**config.mk**
```make
export PLATFORM = sky130hd
export DESIGN_NAME = wb_write_arbiter
export DESIGN_NICKNAME = d
export VERILOG_FILES = /design/src/rtl/wb_arb_pkg.sv /design/src/rtl/wb_arb_fifo.sv /design/src/rtl/wb_write_arbiter.sv
export SDC_FILE = /design/constraint.sdc
export NUM_CORES = 1
export LEC_CHECK = 0
export ABC_AREA = 1
export CAP_MARGIN = 10
export CORE_ASPECT_RATIO = 1.25
export CORE_UTILIZATION = 28
export DETAILED_ROUTE_END_ITERATION = 7
export MAX_ROUTING_LAYER = met4
export PLACE_DENSITY_LB_ADDON = 0.08
export SYNTH_ARGS = -nofsm -noshare
export SYNTH_HDL_FRONTEND = slang
export SYNTH_SLANG_ARGS = --single-unit
export TNS_END_PERCENT = 50
```
**constraint.sdc**
```tcl
create_clock -name clk -period 2.8 [get_ports clk]
set_input_delay 0.56 -clock clk [delete_from_list [all_inputs] [get_ports clk]]
set_output_delay 0.56 -clock clk [all_outputs]
set_load 0.05 [all_outputs]
```
**src/rtl/wb_arb_pkg.sv**
```systemverilog
// Shared constants and types for the register-file write-port arbiter.
package wb_arb_pkg;

    localparam int WORD_SIZE = 32;
    localparam int REG_SIZE  = 5;

    typedef enum logic [1:0] {
        IDLE  = 2'd0,
        DRAIN = 2'd1,
        FORCE = 2'd2
    } arb_state_t;

    typedef struct packed {
        logic [REG_SIZE-1:0]  dest;
        logic [WORD_SIZE-1:0] data;
    } arb_entry_t;

endpackage

```
**src/rtl/wb_arb_fifo.sv**
```systemverilog
// Small MDU result FIFO with per-entry destination taps for hazard lookup.
module wb_arb_fifo
    import wb_arb_pkg::*;
#(
    parameter int DEPTH = 2
) (
    input  logic                      clk,
    input  logic                      rst_n,
    input  logic                      push,
    input  logic                      pop,
    input  arb_entry_t                push_entry,
    output arb_entry_t                head,
    output logic                      full,
    output logic                      empty,
    output logic [$clog2(DEPTH):0]    count,
    output logic [DEPTH-1:0]          valid_taps,
    output logic [DEPTH*REG_SIZE-1:0] dest_taps
);

    localparam int PW = $clog2(DEPTH);
    localparam int CW = $clog2(DEPTH) + 1;

    arb_entry_t       mem_r [DEPTH];
    logic [PW-1:0]    wr_ptr_r;
    logic [PW-1:0]    rd_ptr_r;
    logic [CW-1:0]    count_r;
    logic [DEPTH-1:0] valid_r;
    logic [DEPTH-1:0] set_s;
    logic [DEPTH-1:0] clr_s;
    logic             push_s;
    logic             pop_s;

    assign full   = (count_r == CW'(DEPTH));
    assign empty  = (count_r == {CW{1'b0}});
    assign push_s = push & ~full;
    assign pop_s  = pop & ~empty;

    // One-hot valid-bit updates for the slots being written and retired.
    always_comb begin
        set_s = {DEPTH{1'b0}};
        clr_s = {DEPTH{1'b0}};
        if (push_s) begin
            set_s[wr_ptr_r] = 1'b1;
        end else begin
            set_s = {DEPTH{1'b0}};
        end
        if (pop_s) begin
            clr_s[rd_ptr_r] = 1'b1;
        end else begin
            clr_s = {DEPTH{1'b0}};
        end
    end

    // Pointer, occupancy and valid-bit state; pointers wrap naturally at DEPTH.
    always_ff @(posedge clk) begin
        if (!rst_n) begin
            wr_ptr_r <= {PW{1'b0}};
            rd_ptr_r <= {PW{1'b0}};
            count_r  <= {CW{1'b0}};
            valid_r  <= {DEPTH{1'b0}};
        end else begin
            if (push_s) begin
                wr_ptr_r <= wr_ptr_r + PW'(1);
            end
            if (pop_s) begin
                rd_ptr_r <= rd_ptr_r + PW'(1);
            end
            case ({push_s, pop_s})
                2'b10:   count_r <= count_r + CW'(1);
                2'b01:   count_r <= count_r - CW'(1);
                default: count_r <= count_r;
            endcase
            valid_r <= (valid_r & ~clr_s) | set_s;
        end
    end

    // Entry storage needs no reset: valid_r qualifies every read.
    always_ff @(posedge clk) begin
        if (push_s) begin
            mem_r[wr_ptr_r] <= push_entry;
        end
    end

    for (genvar i = 0; i < DEPTH; i++) begin : g_taps
        assign dest_taps[i*REG_SIZE +: REG_SIZE] = mem_r[i].dest;
    end

    assign head       = mem_r[rd_ptr_r];
    assign count      = count_r;
    assign valid_taps = valid_r;

endmodule

```
**src/rtl/wb_write_arbiter.sv**
```systemverilog
// Arbitrates the register-file write port between pipeline writeback and queued MDU results.
// Optional feature: define WB_BYPASS_EN to let an MDU result use an idle slot in the same cycle.
module wb_write_arbiter
    import wb_arb_pkg::*;
#(
    parameter int DEPTH        = 2,
    parameter int STARVE_LIMIT = 4
) (
    input  logic                 clk,
    input  logic                 rst_n,
    input  logic                 pipe_reg_write,
    input  logic [REG_SIZE-1:0]  pipe_dest_reg,
    input  logic [WORD_SIZE-1:0] pipe_write_data,
    input  logic                 mdu_valid,
    input  logic [REG_SIZE-1:0]  mdu_dest_reg,
    input  logic [WORD_SIZE-1:0] mdu_data,
    output logic                 mdu_ready,
    input  logic [REG_SIZE-1:0]  pend_query_reg,
    output logic                 pend_hit,
    output logic                 pipe_stall,
    output logic                 rf_we,
    output logic [REG_SIZE-1:0]  rf_waddr,
    output logic [WORD_SIZE-1:0] rf_wdata
);

    localparam int CW = $clog2(DEPTH) + 1;
    localparam int SW = $clog2(STARVE_LIMIT + 1);

    arb_state_t              state_r;
    arb_state_t              state_next_s;
    logic [SW-1:0]           starve_r;
    logic [SW-1:0]           starve_inc_s;
    logic                    pipe_busy_s;
    logic                    xfer_s;
    logic                    bypass_s;
    logic                    push_s;
    logic                    pop_s;
    logic                    sel_fifo_s;
    logic                    stall_s;
    logic                    leaves_empty_s;
    logic                    hit_s;
    logic                    full_s;
    logic                    empty_s;
    logic [CW-1:0]           count_s;
    logic [DEPTH-1:0]        valid_taps_s;
    logic [DEPTH*REG_SIZE-1:0] dest_taps_s;
    arb_entry_t              head_s;
    arb_entry_t              mdu_entry_s;

    assign pipe_busy_s  = pipe_reg_write & (pipe_dest_reg != REG_SIZE'(0));
    assign mdu_ready    = rst_n & ~full_s;
    assign xfer_s       = mdu_valid & mdu_ready;
    assign starve_inc_s = starve_r + SW'(1);
    assign mdu_entry_s  = '{dest: mdu_dest_reg, data: mdu_data};

`ifdef WB_BYPASS_EN
    assign bypass_s = (state_r == IDLE) & xfer_s & ~pipe_busy_s &
                      (mdu_dest_reg != REG_SIZE'(0));
`else
    assign bypass_s = 1'b0;
`endif

    // x0 results are accepted but dropped; bypassed results never enter the queue.
    assign push_s         = xfer_s & (mdu_dest_reg != REG_SIZE'(0)) & ~bypass_s;
    assign leaves_empty_s = (count_s == CW'(1)) & pop_s & ~push_s;

    wb_arb_fifo #(.DEPTH(DEPTH)) u_fifo (
        .clk        (clk),
        .rst_n      (rst_n),
        .push       (push_s),
        .pop        (pop_s),
        .push_entry (mdu_entry_s),
        .head       (head_s),
        .full       (full_s),
        .empty      (empty_s),
        .count      (count_s),
        .valid_taps (valid_taps_s),
        .dest_taps  (dest_taps_s)
    );

    // State register.
    always_ff @(posedge clk) begin
        if (!rst_n) begin
            state_r <= IDLE;
        end else begin
            state_r <= state_next_s;
        end
    end

    // Starvation counter: counts cycles the queue head loses to the pipeline.
    always_ff @(posedge clk) begin
        if (!rst_n) begin
            starve_r <= {SW{1'b0}};
        end else if ((state_r == DRAIN) && pipe_busy_s) begin
            starve_r <= starve_inc_s;
        end else begin
            starve_r <= {SW{1'b0}};
        end
    end

    // Next-state logic.
    always_comb begin
        state_next_s = IDLE;
        case (state_r)
            IDLE: begin
                if (push_s) state_next_s = DRAIN;
                else        state_next_s = IDLE;
            end
            DRAIN: begin
                if (!pipe_busy_s) begin
                    state_next_s = leaves_empty_s ? IDLE : DRAIN;
                end else if (starve_inc_s == SW'(STARVE_LIMIT)) begin
                    state_next_s = FORCE;
                end else begin
                    state_next_s = DRAIN;
                end
            end
            FORCE:   state_next_s = leaves_empty_s ? IDLE : DRAIN;
            default: state_next_s = IDLE;
        endcase
    end

    // Output decode: port source, pop and stall per state.
    always_comb begin
        sel_fifo_s = 1'b0;
        stall_s    = 1'b0;
        case (state_r)
            IDLE: begin
                sel_fifo_s = 1'b0;
                stall_s    = 1'b0;
            end
            DRAIN: begin
                sel_fifo_s = ~pipe_busy_s;
                stall_s    = 1'b0;
            end
            FORCE: begin
                sel_fifo_s = 1'b1;
                stall_s    = 1'b1;
            end
            default: begin
                sel_fifo_s = 1'b0;
                stall_s    = 1'b0;
            end
        endcase
        pop_s = sel_fifo_s & ~empty_s;
    end

    // Write-port mux; the register file samples these at the next edge.
    always_comb begin
        rf_we    = 1'b0;
        rf_waddr = pipe_dest_reg;
        rf_wdata = pipe_write_data;
        if (sel_fifo_s) begin
            rf_we    = rst_n & ~empty_s;
            rf_waddr = head_s.dest;
            rf_wdata = head_s.data;
        end else if (bypass_s) begin
            rf_we    = rst_n;
            rf_waddr = mdu_dest_reg;
            rf_wdata = mdu_data;
        end else begin
            rf_we    = rst_n & pipe_busy_s;
            rf_waddr = pipe_dest_reg;
            rf_wdata = pipe_write_data;
        end
        pipe_stall = rst_n & stall_s;
    end

    // Pending-destination lookup over valid queue entries only.
    always_comb begin
        hit_s = 1'b0;
        for (int i = 0; i < DEPTH; i++) begin
            if (valid_taps_s[i] && (dest_taps_s[i*REG_SIZE +: REG_SIZE] == pend_query_reg)) begin
                hit_s = 1'b1;
            end else begin
                hit_s = hit_s;
            end
        end
        pend_hit = rst_n & hit_s & (pend_query_reg != REG_SIZE'(0));
    end

endmodule

```
==> results.md <==
* Status: finished, violations left
* Failing checks: design-rule violations
* CP Data Required Time at between 2000 and 2500 ps
* Antenna violations before repair at 0
* Syn Nets at roughly 490
* # setup viols final at 0
* Io pins at 124
* Peak supply drop at 0.000317 V
* Fin nets at a little over 600
* CTS Sinks at 86
* Clock root cell: clkbuf_16
* Hold Vio Cnt, Final at 0
* Total gr overflow at 0
* Relative slew slack at 0.681
* Max Cap Viol at 0
* CP endpoint kind: output port
* Register bit total from synthesis at 86
* Tmin final at roughly 2700 ps
* Hold slack final at 451 ps
* Post-route DRC at 24
* DP HPWL at 7.52 mm
* Setup TNS at 0 ps
* WL per Instance at about 14 um
* Clk slew on worst S/H paths at around 60 ps
* Critical path launch point type: input port
* Lkg Pwr at 2.57 nW
* Measured slew at the worst slew-check pin at 474 ps
* Hold Buf Count CTS at 0
* Sequential-to-total area share from yosys stat at 0.592
* F_max at 0.368 GHz
* Die Height at around 140 um
* Core Util, Final at 0.444
* Violation count after the first detailed-route iteration at between 100 and 150
* Post-synthesis cell area at roughly 4200 sq um
* Pre-Repair DR Iteration Count at 6
* Unique masters post-synth at 34
* Largest net degree at the start of global routing at 30
* DRT antenna net count at 0
* Final Cycle Share at 0.969
* Area grow syn2layout at 54.4%
* RSZ-0062 raised after global routing: yes
* Total Routing Usage GR at 0.140
* Die area at roughly 15000 sq um
* Post-Synthesis Cells at ~390
* CP arrival at 2150 ps
* Die Wd at 111 um
* Worst Clk Skew at 4.16 ps
* Reg2Reg Depth at 10
* Initial Utilization at 0.288
* Row Count at 49
* WL final at 9.93 mm
* Hold Path Class: reg2reg
* I/O Buffers at about 120
* Core box area at 14500 sq um
* Vias in the first global route at approximately 3100
* RD Place Congestion at ~0.81
* CTS tree: done
* CP Max Fanout at 7
* Clk buf depth at 2
* Syn Area/Cell at 10.6 sq um
* First-pass GRT wire length at 15.9 mm
* Power Dens Cells at 530 nW/um^2
* Critical path class: in2out
* Skew-Pair Late Insertion Delay at 340 ps
* Num CTS Buffers at 9
* Vias per cell at roughly 4.4
* Via count at approximately 3100
* Antenna cells at 0
* Layout cells sized above 1 at 0.235
* Max-slew violations at 0
* Synthesis Warnings at 0
* Htree depth at 3
* Hold Path Depth at 1
critical path, stage by stage:
cell and delay (ps):
clkdlybuf4s50_1 440, nor2_2 130, nand3_2 120, nand2_2 90, nand2_2 60, nand2_4 90
nand2_8 90, inv_2 100, o211ai_1 130, o21ai_1 180, buf_12 170
final cells by class:
cell class / instances / area (sq um)
clock buffer: 9 / 225
clock inverter: 7 / 123
fill: 1390 / 8040
inverter: 64 / 240
multi-input combinational: 227 / 1370
sequential: 86 / 2460
tap: 178 / 223
timing repair buffer: 135 / 1790
power by group:
group	switching (mW)	internal, mW	leakage, nW
Sequential	0.0139	1.44	0.776
Combinational	0.299	0.295	1.63
Clock	0.484	0.874	0.162
Total	0.797	2.61	2.57
cells in the final DEF (no fill, tap or decap), types with 3 or more instances in the layout:
cell type / synthesis / routed
nor2_2: 1 / 3
o21ai_2: 35 / 34
buf_12: 0 / 45
edfxtp_1: 74 / 74
nor2_1: 11 / 8
clkbuf_16: 0 / 9
xor2_1: 3 / 3
buf_4: 1 / 7
clkdlybuf4s50_1: 0 / 82
inv_1: 61 / 60
a221oi_1: 3 / 3
o21ai_0: 41 / 40
ha_1: 12 / 12
nand3_1: 5 / 4
dfxtp_1: 12 / 11
nand2_2: 3 / 4
nand2_1: 86 / 85
a21oi_1: 7 / 7
inv_2: 3 / 4
bufinv_16: 0 / 3
kinds of logic after synthesis:
group / Yosys count / synth area share
flip-flops: 86 / 0.592
AO/OA/AOI/OAI: 96 / 0.156
XOR/XNOR: 5 / 0.0105
AND/OR/NAND/NOR: 114 / 0.119
buffers and inverters: 80 / 0.0866
adder cells (fa/ha/maj): 12 / 0.0361
state kept, by name, summed over array words and instances, names as in the netlist, named ones only:
name	flops
u_fifo.valid_taps	2
u_fifo.count	2
u_fifo.mem_r	74
u_fifo.wr_ptr_r	1
starve_r	3
state_r	2
u_fifo.rd_ptr_r	1
per-layer routing:
metal,part of all wire,GRT usage,up-vias
met4,0.014,0.0576,0
li1,-,-,1569
met2,0.49,0.229,90
met1,0.44,0.165,1416
met5,0,-,-
met3,0.061,0.0342,9
final timing paths:
check	startpoint	endpoint	slack [ps]
worst max-delay path	pipe_dest_reg[4]	rf_waddr[0]	90
worst min-delay path	starve_r[0]	starve_r[0]	450
worst max register to register	state_r[0]	u_fifo.count[1]	940
worst min register to register	starve_r[0]	starve_r[0]	450
through the flow:
stage	setup WS (ps)	power (mW)	area, sq um	cells
after floorplan	121	1.74	4160	393
after CTS	14.2	3.45	6400	706
final	85.7	3.41	6420	706
after global placement	47.9	2.07	6050	690
after detailed placement	19.3	2.08	6050	690
after global routing	4.75	3.53	6420	706
synthesized netlist by cell type, drive strengths merged:
master  number  area, sq um
nor3         2         10.0
clkbuf       5         18.8
dfxtp       12          240
o21bai       1         7.51
nand3        5         25.0
o22ai        2         12.5
xor2         3         26.3
o21ai       76          512
ha          12          150
nand2       91          373
a21oi        9         52.6
o41ai        1         8.76
o211ai       1         7.51
buf         11          101
a21boi       2         15.0
or2          1         6.26
o21a         1         7.51
a221oi       3         26.3
nand4        2         12.5
xnor2        2         17.5
inv         64          240
nor2        13         67.6
edfxtp      74         2220
repair_timing:
action,4_1_cts,5_1_grt
setup buffers,0,0
gates resized for setup,0,7
endpoints found under the setup margin,0,24
Note: power is estimated with default switching activity, not from simulation.
